--- src/rtl/config_frame_assembler.sv ---
// config_frame_assembler
//   Consumes the 32-bit word stream from the USB-CDC deframer, parses a frame
//   header, gathers NUM_ROWS data words into one configuration frame and issues
//   a single-cycle frame strobe with column/frame address.
//
//   Optional build macro: CONFIG_FRAME_CHECKSUM_EN
//     defined   : a checksum word (XOR of header and all data words) must follow
//                 the data words; the frame commits only if it matches.
//     undefined : the frame commits on the last data word (1+NUM_ROWS words).
//
//   Handshake: word_write_strobe_i is a valid-only pulse with no ready/back-pressure;
//   every strobed word is consumed in the cycle it is presented. frame_strobe_o
//   and error_o are single-cycle pulses with no acknowledge.
module config_frame_assembler #(
   parameter int NUM_ROWS       = 4,
   parameter int NUM_COLUMNS    = 16,
   parameter int FRAMES_PER_COL = 20,
   parameter int TIMEOUT_CYCLES = 65535,
   localparam int FW = NUM_ROWS * 32,
   localparam int CW = (NUM_COLUMNS > 1) ? $clog2(NUM_COLUMNS) : 1,
   localparam int IW = (FRAMES_PER_COL > 1) ? $clog2(FRAMES_PER_COL) : 1
) (
   input  logic          clk_i,
   input  logic          reset_i,
   input  logic          word_write_strobe_i,
   input  logic [31:0]   write_data_i,
   output logic          frame_strobe_o,
   output logic [FW-1:0] frame_data_o,
   output logic [CW-1:0] frame_col_o,
   output logic [IW-1:0] frame_idx_o,
   output logic          busy_o,
   output logic          error_o,
   output logic [1:0]    state_o
);

   localparam int RW = (NUM_ROWS > 1) ? $clog2(NUM_ROWS) : 1;
   localparam int TW = (TIMEOUT_CYCLES > 1) ? $clog2(TIMEOUT_CYCLES + 1) : 1;
   localparam logic [RW-1:0] LAST_ROW = RW'(NUM_ROWS - 1);
   // Count value at which one more idle cycle reaches the timeout.
   localparam logic [TW-1:0] TO_LAST  = (TIMEOUT_CYCLES == 0) ? '0 : TW'(TIMEOUT_CYCLES - 1);
   localparam bit            TO_EN    = (TIMEOUT_CYCLES != 0);

   typedef enum logic [1:0] {
      S_IDLE  = 2'd0,
      S_LOAD  = 2'd1,
      S_CHECK = 2'd2
   } state_t;

   state_t        state;
   logic [FW-1:0] shadow_data;
   logic [CW-1:0] shadow_col;
   logic [IW-1:0] shadow_idx;
   logic [RW-1:0] row_cnt;
   logic [TW-1:0] idle_cnt;
   logic [31:0]   xor_acc;

   logic          hdr_ok;
   logic [FW-1:0] shifted_data;
   logic          timed_out;

   // Header decode, shift-in of the incoming word, and idle timeout detect.
   always_comb begin
      hdr_ok       = (write_data_i[31:24] == 8'hFA)
                  && ({24'd0, write_data_i[23:16]} < $unsigned(NUM_COLUMNS))
                  && ({24'd0, write_data_i[7:0]}   < $unsigned(FRAMES_PER_COL));
      shifted_data = (shadow_data << 32) | FW'(write_data_i);
      timed_out    = TO_EN && (idle_cnt == TO_LAST);
   end

   assign busy_o  = (state != S_IDLE);
   assign state_o = state;

   // Frame assembly FSM with registered frame outputs and status pulses.
   always_ff @(posedge clk_i) begin
      if (reset_i) begin
         state          <= S_IDLE;
         shadow_data    <= '0;
         shadow_col     <= '0;
         shadow_idx     <= '0;
         row_cnt        <= '0;
         idle_cnt       <= '0;
         xor_acc        <= '0;
         frame_strobe_o <= 1'b0;
         frame_data_o   <= '0;
         frame_col_o    <= '0;
         frame_idx_o    <= '0;
         error_o        <= 1'b0;
      end else begin
         frame_strobe_o <= 1'b0;
         error_o        <= 1'b0;
         case (state)
            S_IDLE: begin
               if (word_write_strobe_i) begin
                  if (hdr_ok) begin
                     shadow_col  <= CW'(write_data_i[23:16]);
                     shadow_idx  <= IW'(write_data_i[7:0]);
                     shadow_data <= '0;
                     row_cnt     <= '0;
                     idle_cnt    <= '0;
                     xor_acc     <= write_data_i;
                     state       <= S_LOAD;
                  end else begin
                     error_o <= 1'b1;
                  end
               end
            end

            S_LOAD: begin
               if (word_write_strobe_i) begin
                  idle_cnt    <= '0;
                  shadow_data <= shifted_data;
                  xor_acc     <= xor_acc ^ write_data_i;
                  if (row_cnt == LAST_ROW) begin
`ifdef CONFIG_FRAME_CHECKSUM_EN
                     state <= S_CHECK;
`else
                     // Commit straight from the shift path so no extra cycle is spent.
                     frame_data_o   <= shifted_data;
                     frame_col_o    <= shadow_col;
                     frame_idx_o    <= shadow_idx;
                     frame_strobe_o <= 1'b1;
                     state          <= S_IDLE;
`endif
                  end else begin
                     row_cnt <= row_cnt + 1'b1;
                  end
               end else if (timed_out) begin
                  error_o <= 1'b1;
                  state   <= S_IDLE;
               end else begin
                  idle_cnt <= idle_cnt + 1'b1;
               end
            end

            S_CHECK: begin
`ifdef CONFIG_FRAME_CHECKSUM_EN
               if (word_write_strobe_i) begin
                  idle_cnt <= '0;
                  if (write_data_i == xor_acc) begin
                     frame_data_o   <= shadow_data;
                     frame_col_o    <= shadow_col;
                     frame_idx_o    <= shadow_idx;
                     frame_strobe_o <= 1'b1;
                  end else begin
                     error_o <= 1'b1;
                  end
                  state <= S_IDLE;
               end else if (timed_out) begin
                  error_o <= 1'b1;
                  state   <= S_IDLE;
               end else begin
                  idle_cnt <= idle_cnt + 1'b1;
               end
`else
               state <= S_IDLE;
`endif
            end

            default: state <= S_IDLE;
         endcase
      end
   end

endmodule

--- config.mk ---
export PLATFORM = sky130hd
export DESIGN_NAME = config_frame_assembler
export DESIGN_NICKNAME = d
export VERILOG_FILES = /design/src/rtl/config_frame_assembler.sv
export SDC_FILE = /design/constraint.sdc
export NUM_CORES = 1
export LEC_CHECK = 0
export BUFFER_PORTS_ARGS = -buffer_cell sky130_fd_sc_hd__buf_2
export CAP_MARGIN = 20
export CORE_MARGIN = 1.5
export CORE_UTILIZATION = 40
export CTS_CLUSTER_DIAMETER = 100
export DETAILED_ROUTE_END_ITERATION = 8
export PLACE_DENSITY_LB_ADDON = 0.3
export REMOVE_ABC_BUFFERS = 1
export SLEW_MARGIN = 20
export SYNTH_ARGS = -nofsm -noshare
export SYNTH_HDL_FRONTEND = slang
export SYNTH_SLANG_ARGS = --single-unit
--- constraint.sdc ---
create_clock -name clk_i -period 6 [get_ports clk_i]
set_input_delay 0.9 -clock clk_i [delete_from_list [all_inputs] [get_ports clk_i]]
set_output_delay 0.9 -clock clk_i [all_outputs]
set_load 0.03 [all_outputs]
==> report_table.html, run 1 <==
<table>
<tr><th>Metric</th><th>Value</th></tr>
<tr><th colspan="2">STA</th></tr>
<tr><td>Final worst-path cycle share</td><td>0.448</td></tr>
<tr><td>Final sum of negative setup slack</td><td>0 ns</td></tr>
<tr><td>Unrepaired setup endpoints after global routing</td><td>no</td></tr>
<tr><td>Clock period minus worst slack</td><td>2.69 ns</td></tr>
<tr><td>Final Hold Fails</td><td>0</td></tr>
<tr><td>Transition time at the pin with the least slew margin</td><td>1.03 ns</td></tr>
<tr><td>Fin Hold WS</td><td>0.442 ns</td></tr>
<tr><td>Maximum frequency from static timing analysis</td><td>0.372 GHz</td></tr>
<tr><td>Setup-violating endpoint count in the final report</td><td>0</td></tr>
<tr><td>Max transition margin</td><td>0.312</td></tr>
<tr><td>Worst Clk Skew</td><td>0.0189 ns</td></tr>
<tr><td>Max-slew violation count</td><td>0</td></tr>
<tr><th colspan="2">Global route</th></tr>
<tr><td>GR Overflow Total</td><td>0</td></tr>
<tr><td>Via count of the first global-routing pass</td><td>6774</td></tr>
<tr><td>Initial antenna violation count</td><td>0</td></tr>
<tr><td>Pin count of the biggest net entering global routing</td><td>98</td></tr>
<tr><td>Gr usage total</td><td>0.177</td></tr>
<tr><td>First-pass GRT wire length</td><td>34700 um</td></tr>
<tr><th colspan="2">Clock tree</th></tr>
<tr><td>Clk Tree Root Cell</td><td>sky130_fd_sc_hd__clkbuf_16</td></tr>
<tr><td>Post-CTS resize count</td><td>0</td></tr>
<tr><td>TritonCTS clock tree</td><td>yes</td></tr>
<tr><td>Clk slew on worst S/H paths</td><td>0.06 ns</td></tr>
<tr><td>Cts hold-fix bufs</td><td>0</td></tr>
<tr><td>Clk_lat worst skew</td><td>0.53 ns</td></tr>
<tr><td>Number of clock sinks</td><td>263</td></tr>
<tr><td>Htree depth</td><td>1</td></tr>
<tr><td>CTS Buf Count</td><td>28</td></tr>
<tr><td>Clock buffer depth</td><td>3</td></tr>
<tr><td>Buffer count from post-CTS setup fixing</td><td>0</td></tr>
<tr><th colspan="2">Yosys</th></tr>
<tr><td>Mean instance size in the synthesized netlist</td><td>9.18 um2</td></tr>
<tr><td>Cell area after synthesis</td><td>0.00901 mm2</td></tr>
<tr><td>Count of flip-flops with a built-in enable after synthesis</td><td>0</td></tr>
<tr><td>Sequential area share after synthesis</td><td>0.584</td></tr>
<tr><td>Warnings, synthesis</td><td>0</td></tr>
<tr><td>Post-synth top flop</td><td>sky130_fd_sc_hd__dfxtp_1</td></tr>
<tr><td>Post-Synthesis Cells</td><td>981</td></tr>
<tr><td>Register bit count reported by yosys</td><td>263</td></tr>
<tr><td>Cell variety after synth</td><td>53</td></tr>
<tr><td>Synth async-reset ratio</td><td>0</td></tr>
<tr><th colspan="2">Placement</th></tr>
<tr><td>HPWL reported at the end of detailed placement</td><td>12700 um</td></tr>
<tr><td>Final weighted congestion of routability-driven global placement</td><td>0.804</td></tr>
<tr><td>Number of port buffers</td><td>175</td></tr>
<tr><th colspan="2">Detailed routing</th></tr>
<tr><td>Total number of vias</td><td>7264</td></tr>
<tr><td>Detailed-router iteration count before antenna repair</td><td>7</td></tr>
<tr><td>Routed WL</td><td>21200 um</td></tr>
<tr><td>Remaining antenna violation count after routing</td><td>0</td></tr>
<tr><td>Detailed-route DRC error count</td><td>10</td></tr>
<tr><td>Number of vias per cell after detailed routing</td><td>5.13</td></tr>
<tr><td>Detail-routed net length per standard cell</td><td>15.0 um</td></tr>
<tr><td>DR iter-0 viols</td><td>432</td></tr>
<tr><th colspan="2">Setup path</th></tr>
<tr><td>Arrival time of the worst setup path</td><td>3.14 ns</td></tr>
<tr><td>Type of the setup path with the least slack</td><td>flop to flop</td></tr>
<tr><td>Max FO, Critical Path</td><td>92</td></tr>
<tr><td>Kind of end point of the critical path</td><td>flop</td></tr>
<tr><td>Worst EP required</td><td>6.45 ns</td></tr>
<tr><td>Type of element launching the critical path</td><td>flop</td></tr>
<tr><th colspan="2">Floorplan</th></tr>
<tr><td>Die outline area</td><td>0.0234 mm2</td></tr>
<tr><td>Core Rows</td><td>54</td></tr>
<tr><td>Horiz. Die Dim</td><td>153 um</td></tr>
<tr><td>Core Region</td><td>0.0220 mm2</td></tr>
<tr><td>Chip height</td><td>153 um</td></tr>
<tr><td>Initial cell density of the core</td><td>0.410</td></tr>
<tr><td>Top-level port count</td><td>177</td></tr>
<tr><th colspan="2">Run status</th></tr>
<tr><td>Failing checks</td><td>design-rule violations</td></tr>
<tr><td>Run status</td><td>complete, but fails checks</td></tr>
<tr><th colspan="2">Finish</th></tr>
<tr><td>Most used cells in the layout excluding fill and tap cells</td><td>sky130_fd_sc_hd__nand2_1, sky130_fd_sc_hd__dfxtp_1, sky130_fd_sc_hd__buf_2, sky130_fd_sc_hd__a21oi_1, sky130_fd_sc_hd__a22o_1</td></tr>
<tr><td>Most common library cell in the layout ignoring fill and taps</td><td>sky130_fd_sc_hd__nand2_1</td></tr>
<tr><td>Ant. Diodes</td><td>0</td></tr>
<tr><td>Layout net count</td><td>1155</td></tr>
<tr><td>Synth-to-layout area growth</td><td>21.6%</td></tr>
<tr><td>Fill cell count</td><td>2094</td></tr>
<tr><td>Fraction of layout instances using a drive strength above 1</td><td>0.211</td></tr>
<tr><th colspan="2">Hold path</th></tr>
<tr><td>Class of the worst hold path</td><td>flop to flop</td></tr>
<tr><th colspan="2">Run</th></tr>
<tr><td>Max_cap viols</td><td>0</td></tr>
<tr><th colspan="2">Power</th></tr>
<tr><td>Worst-case vdd ir drop</td><td>0.167 mV</td></tr>
<tr><td>Static Leakage</td><td>4.31 nW</td></tr>
<tr><td>Total power of the final layout</td><td>0.00351 W</td></tr>
<tr><td>Power density normalized to cell area</td><td>321 mW/mm2</td></tr>
</table>
==> stage by stage <==
stage	instance area, um2	setup WS [ns]	std cells	utilization
6_report	11000	3.31	1415	0.499
5_1_grt	11000	3.04	1415	0.499
4_1_cts	10900	3.29	1414	0.498
3_5_place_dp	10000	2.92	1366	0.456
3_3_place_gp	10000	2.91	1366	0.456
2_1_floorplan	8700	1.09	905	-
==> flip-flops by register name, indices dropped and copies added (netlist names) <==
register / count
error_o: 1
frame_col_o: 4
frame_data_o: 128
frame_idx_o: 5
frame_strobe_o: 1
idle_cnt: 16
row_cnt: 2
shadow_col: 4
shadow_data: 96
shadow_idx: 5
state_o: 1
==> area by class of cell <==
| cell class | instances | area, um2 | share of cell area |
|---|---|---|---|
| sequential | 263 | 5270 | 0.481 |
| clock inverter | 12 | 124 | 0.0113 |
| timing repair buffer | 182 | 943 | 0.0862 |
| tap | 280 | 350 | 0.0320 |
| clock buffer | 36 | 802 | 0.0732 |
| multi-input combinational | 636 | 3440 | 0.314 |
| inverter | 6 | 22.5 | 0.00206 |
==> cell families after synthesis <==
group	Yosys count	synth area share
mux	9	0.0100
compound gates	272	0.202
simple gates	349	0.160
fa+ha+maj	3	0.00417
buf+inv	82	0.0371
flops	263	0.584
xor+xnor	2	0.00194
other cells	1	0.000416
==> worst paths after layout <==
| kind | cells after the start | endpoint | startpoint | slack (ns) |
|---|---|---|---|---|
| hold / removal | 2 | frame_data_o[124] | shadow_data[92] | 0.44 |
| hold reg to reg | 2 | frame_data_o[124] | shadow_data[92] | 0.44 |
| setup / recovery | 4 | frame_data_o[14] | state_o[0] | 3.31 |
| setup reg to reg | 4 | frame_data_o[14] | state_o[0] | 3.31 |
==> metal layers <==
| metal | vias to the layer above | track usage | part of all wire |
|---|---|---|---|
| met2 | 172 | 0.290 | 0.46 |
| met5 | - | 0 | 0 |
| li1 | 3657 | - | - |
| met4 | 0 | 0.0542 | 0.019 |
| met1 | 3406 | 0.238 | 0.47 |
| met3 | 29 | 0.0312 | 0.045 |
==> critical path: stages, from the launching register on <==
cell,delay (ns)
sky130_fd_sc_hd__dfxtp_1,0.73
sky130_fd_sc_hd__and3_4,1.02
sky130_fd_sc_hd__buf_4,0.56
sky130_fd_sc_hd__nand2_1,0.12
sky130_fd_sc_hd__a21oi_1,0.13
==> synthesized netlist by cell type, types with 2 or more instances <==
master,number,share of area
sky130_fd_sc_hd__buf_2,3,0.0017
sky130_fd_sc_hd__nor2_1,19,0.0079
sky130_fd_sc_hd__o31ai_1,3,0.0025
sky130_fd_sc_hd__nand2_1,288,0.12
sky130_fd_sc_hd__dfxtp_1,263,0.58
sky130_fd_sc_hd__nand2b_1,2,0.0014
sky130_fd_sc_hd__nand3_1,8,0.0044
sky130_fd_sc_hd__ha_1,3,0.0042
sky130_fd_sc_hd__and2_1,4,0.0028
sky130_fd_sc_hd__a22o_1,96,0.093
sky130_fd_sc_hd__a21oi_1,140,0.078
sky130_fd_sc_hd__inv_1,6,0.0025
sky130_fd_sc_hd__and4_1,2,0.0019
sky130_fd_sc_hd__nand4_1,3,0.0021
sky130_fd_sc_hd__o21ai_0,8,0.0044
sky130_fd_sc_hd__o311ai_1,4,0.0039
sky130_fd_sc_hd__a41oi_1,2,0.0019
sky130_fd_sc_hd__and3_1,4,0.0028
sky130_fd_sc_hd__nor3_1,7,0.0039
sky130_fd_sc_hd__mux2i_1,9,0.010
sky130_fd_sc_hd__a311oi_1,4,0.0039
sky130_fd_sc_hd__buf_4,6,0.0050
sky130_fd_sc_hd__clkbuf_1,67,0.028
==> power breakdown <==
part           internal [W]  total (W)  switching (W)
sequential          0.00175    0.00175   0.0000000694
combinational     0.0000124  0.0000585      0.0000461
clock               0.00102    0.00171       0.000685
total               0.00278    0.00351       0.000731
No activity file was read; power rests on OpenSTA's default activity.
==> inputs of run 2 (changes only) <==
clock period = 2.5 ns   (was 6 ns; I/O delays follow)
==> run 2 against run 1 <==
  * Core utilization up 0.10 points
  * Largest cell class unchanged
  * The flow still finishes with violations (design-rule violations)
  * Combinational power increased to 2.5 times the previous value
  * Via count rose by 0.15%
  * Design area increased by 0.21%
  * Critical path type unchanged
==> report_table.html, run 2 (synthesized netlist as in run 1, its figures left out) <==
<table>
<tr><th>Metric</th><th>Value</th></tr>
<tr><th colspan="2">Setup path</th></tr>
<tr><td>Type of the setup path with the least slack</td><td>flop to flop</td></tr>
<tr><td>Worst r2r path cells</td><td>5 (+1)</td></tr>
<tr><td>Worst EP required</td><td>2.93 ns (-3.52 ns)</td></tr>
<tr><td>FF-to-FF End</td><td>idle_cnt[5]</td></tr>
<tr><td>Arrival time of the worst setup path</td><td>2.67 ns (-0.47 ns)</td></tr>
<tr><td>Origin of the critical flop-to-flop path</td><td>idle_cnt[6]</td></tr>
<tr><td>Max FO, Critical Path</td><td>8 (-91%)</td></tr>
<tr><td>Worst R2R Setup Slack</td><td>0.25 ns (-3.06 ns)</td></tr>
<tr><td>Kind of end point of the critical path</td><td>flop</td></tr>
<tr><td>Type of element launching the critical path</td><td>flop</td></tr>
<tr><th colspan="2">Hold path</th></tr>
<tr><td>Class of the worst hold path</td><td>primary input to flop</td></tr>
<tr><td>Hold Path Origin</td><td>write_data_i[13]</td></tr>
<tr><td>Sink of the worst hold path</td><td>shadow_data[13]</td></tr>
<tr><td>Count of cells along the worst hold path</td><td>2 (unchanged)</td></tr>
<tr><th colspan="2">Run status</th></tr>
<tr><td>Failing checks</td><td>design-rule violations</td></tr>
<tr><td>Run status</td><td>complete, but fails checks</td></tr>
<tr><th colspan="2">Detailed routing</th></tr>
<tr><td>Number of vias per cell after detailed routing</td><td>5.14 (about the same)</td></tr>
<tr><td>DR iter-0 viols</td><td>430 (-0.46%)</td></tr>
<tr><td>Detailed-router iteration count before antenna repair</td><td>7 (unchanged)</td></tr>
<tr><td>Detail-routed net length per standard cell</td><td>14.8 um (-1.4%)</td></tr>
<tr><td>Remaining antenna violation count after routing</td><td>0 (unchanged)</td></tr>
<tr><td>Detailed-route DRC error count</td><td>10 (unchanged)</td></tr>
<tr><td>Routed WL</td><td>20900 um (-1.3%)</td></tr>
<tr><td>Total number of vias</td><td>7275 (+0.15%)</td></tr>
<tr><th colspan="2">STA</th></tr>
<tr><td>Worst Clk Skew</td><td>0.00874 ns (-0.0102 ns)</td></tr>
<tr><td>Max transition margin</td><td>0.546 (+0.234)</td></tr>
<tr><td>Setup-violating endpoint count in the final report</td><td>0 (unchanged)</td></tr>
<tr><td>Clock period minus worst slack</td><td>2.25 ns (-0.441 ns)</td></tr>
<tr><td>Final worst-path cycle share</td><td>0.899 (+0.451)</td></tr>
<tr><td>Transition time at the pin with the least slew margin</td><td>0.675 ns (-0.357 ns)</td></tr>
<tr><td>Unrepaired setup endpoints after global routing</td><td>no</td></tr>
<tr><td>Final Hold Fails</td><td>0 (unchanged)</td></tr>
<tr><td>Maximum frequency from static timing analysis</td><td>0.445 GHz (+20%)</td></tr>
<tr><td>Max-slew violation count</td><td>0 (unchanged)</td></tr>
<tr><th colspan="2">Power</th></tr>
<tr><td>Worst-case vdd ir drop</td><td>0.587 mV (+250%)</td></tr>
<tr><td>Power density normalized to cell area</td><td>734 mW/mm2 (+130%)</td></tr>
<tr><td>Clock network fraction of total power</td><td>0.461 (-0.025)</td></tr>
<tr><td>Net Sw Power</td><td>0.00167 W (+130%)</td></tr>
<tr><td>Total internal power</td><td>0.00639 W (+130%)</td></tr>
<tr><td>Static Leakage</td><td>4.32 nW (+0.24%)</td></tr>
<tr><td>Total power of the final layout</td><td>0.00806 W (+130%)</td></tr>
<tr><td>Power share of the combinational group</td><td>0.018 (about the same)</td></tr>
<tr><td>Reg power frac</td><td>0.520 (+0.023)</td></tr>
<tr><td>Switching fraction of total power</td><td>0.207 (-0.00141)</td></tr>
<tr><th colspan="2">Global route</th></tr>
<tr><td>Via count of the first global-routing pass</td><td>6590 (-2.7%)</td></tr>
<tr><td>Gr usage total</td><td>0.175 (-0.00260)</td></tr>
<tr><td>First-pass GRT wire length</td><td>34300 um (-1.2%)</td></tr>
<tr><td>GR Overflow Total</td><td>0 (unchanged)</td></tr>
<tr><td>Pin count of the biggest net entering global routing</td><td>113 (+15%)</td></tr>
<tr><td>Initial antenna violation count</td><td>1 (+1)</td></tr>
<tr><th colspan="2">Clock tree</th></tr>
<tr><td>Clk slew on worst S/H paths</td><td>0.06 ns (about the same)</td></tr>
<tr><td>Clk Tree Root Cell</td><td>sky130_fd_sc_hd__clkbuf_16</td></tr>
<tr><td>Buffer count from post-CTS setup fixing</td><td>0 (unchanged)</td></tr>
<tr><td>Clock buffer depth</td><td>3 (unchanged)</td></tr>
<tr><td>Clk_lat worst skew</td><td>0.53 ns (about the same)</td></tr>
<tr><td>Number of clock sinks</td><td>263 (unchanged)</td></tr>
<tr><td>Htree depth</td><td>1 (unchanged)</td></tr>
<tr><td>TritonCTS clock tree</td><td>yes</td></tr>
<tr><td>CTS Buf Count</td><td>27 (-3.6%)</td></tr>
<tr><td>Post-CTS resize count</td><td>0 (unchanged)</td></tr>
<tr><td>Cts hold-fix bufs</td><td>0 (unchanged)</td></tr>
<tr><th colspan="2">Finish</th></tr>
<tr><td>Most used cells in the layout excluding fill and tap cells</td><td>sky130_fd_sc_hd__nand2_1, sky130_fd_sc_hd__dfxtp_1, sky130_fd_sc_hd__buf_2, sky130_fd_sc_hd__a21oi_1, sky130_fd_sc_hd__a22o_1</td></tr>
<tr><td>Layout net count</td><td>1162 (+0.61%)</td></tr>
<tr><td>Fraction of layout instances using a drive strength above 1</td><td>0.208 (-0.00264)</td></tr>
<tr><td>Synth-to-layout area growth</td><td>21.8%</td></tr>
<tr><td>Largest registers</td><td>frame_data_o x128, shadow_data x96, idle_cnt x16</td></tr>
<tr><td>Multi-input gate area in the final layout</td><td>0.00344 mm2 (unchanged)</td></tr>
<tr><td>Non-filler instance count after layout</td><td>1416 (+0.071%)</td></tr>
<tr><td>Register area</td><td>0.00527 mm2 (unchanged)</td></tr>
<tr><td>Fill cell count</td><td>2085 (-0.43%)</td></tr>
<tr><td>Max reg flops</td><td>128 (unchanged)</td></tr>
<tr><td>Most common library cell in the layout ignoring fill and taps</td><td>sky130_fd_sc_hd__nand2_1</td></tr>
<tr><td>Most flops, register</td><td>frame_data_o</td></tr>
<tr><th colspan="2">Floorplan</th></tr>
<tr><td>Horiz. Die Dim</td><td>153 um (unchanged)</td></tr>
<tr><td>Chip height</td><td>153 um (unchanged)</td></tr>
<tr><td>Core Rows</td><td>54 (unchanged)</td></tr>
<tr><td>Initial cell density of the core</td><td>0.410 (unchanged)</td></tr>
<tr><td>Core Region</td><td>0.0220 mm2 (unchanged)</td></tr>
<tr><td>Die outline area</td><td>0.0234 mm2 (unchanged)</td></tr>
<tr><td>Top-level port count</td><td>177 (unchanged)</td></tr>
<tr><th colspan="2">Run</th></tr>
<tr><td>Max_cap viols</td><td>0 (unchanged)</td></tr>
<tr><th colspan="2">Placement</th></tr>
<tr><td>Final weighted congestion of routability-driven global placement</td><td>0.793 (-1.3%)</td></tr>
<tr><td>HPWL reported at the end of detailed placement</td><td>12700 um (+0.30%)</td></tr>
<tr><td>Dpl cells</td><td>1375 (+0.66%)</td></tr>
<tr><td>Number of port buffers</td><td>175 (unchanged)</td></tr>
</table>
-- run 2: worst max path at each step --
stage                          from             end  slack, ns  cells after the start
finish                  idle_cnt[6]     idle_cnt[5]       0.25                      5
detailed placement  write_data_i[5]     idle_cnt[8]       0.23                      6
floorplan           write_data_i[2]  shadow_data[0]      -1.88                      4
global route            idle_cnt[6]     idle_cnt[5]       0.08                      5
CTS                     idle_cnt[6]     idle_cnt[5]       0.30                      5
global placement    write_data_i[5]    idle_cnt[14]       0.27                      6
-- run 2: area by class of cell --
| cell class | count | share of cell area |
|---|---|---|
| Clock buffer | 32 | 0.0633 |
| Multi-Input combinational cell | 636 | 0.314 |
| Sequential cell | 263 | 0.480 |
| Clock inverter | 8 | 0.00946 |
| Inverter | 6 | 0.00205 |
| Tap cell | 280 | 0.0319 |
| Timing Repair Buffer | 190 | 0.0994 |
| Antenna cell | 1 | 0.000228 |
-- run 2: power by group through the flow --
stage | clock network [W] | logic (W) | registers [W]
2_1_floorplan | 0 | 0.0000288 | 0.00429
3_3_place_gp | 0 | 0.000151 | 0.00428
3_5_place_dp | 0 | 0.000151 | 0.00428
4_1_cts | 0.00381 | 0.000151 | 0.00419
5_1_grt | 0.00397 | 0.000161 | 0.00419
6_report | 0.00372 | 0.000149 | 0.00419
-- run 2: worst max-delay path: stages (launching register included) --
cell and delay (ns):
sky130_fd_sc_hd__dfxtp_1 0.44, sky130_fd_sc_hd__nand4_1 0.22, sky130_fd_sc_hd__or4_1 0.63, sky130_fd_sc_hd__nor3_2 0.38, sky130_fd_sc_hd__nor2_2 0.17, sky130_fd_sc_hd__a311oi_1 0.31
-- run 2: per-stage QoR --
| stage | cell area, um2 | hold slack [ns] | utilization | setup TNS (ns) | worst slack (ns) |
|---|---|---|---|---|---|
| floorplan | 8700 | 0.425 | - | -405.00 | -1.88 |
| global placement | 10200 | 0.437 | 0.463 | 0 | 0.269 |
| detailed placement | 10200 | 0.443 | 0.463 | 0 | 0.231 |
| CTS | 11000 | 0.0566 | 0.500 | 0 | 0.302 |
| global route | 11000 | 0.0581 | 0.500 | 0 | 0.0774 |
| finish | 11000 | 0.0769 | 0.500 | 0 | 0.252 |
-- run 2: layer usage --
metal  track usage  part of all wire
met4        0.0593             0.027
met3        0.0281             0.048
met5             0                 0
met2         0.278              0.46
met1         0.241              0.46
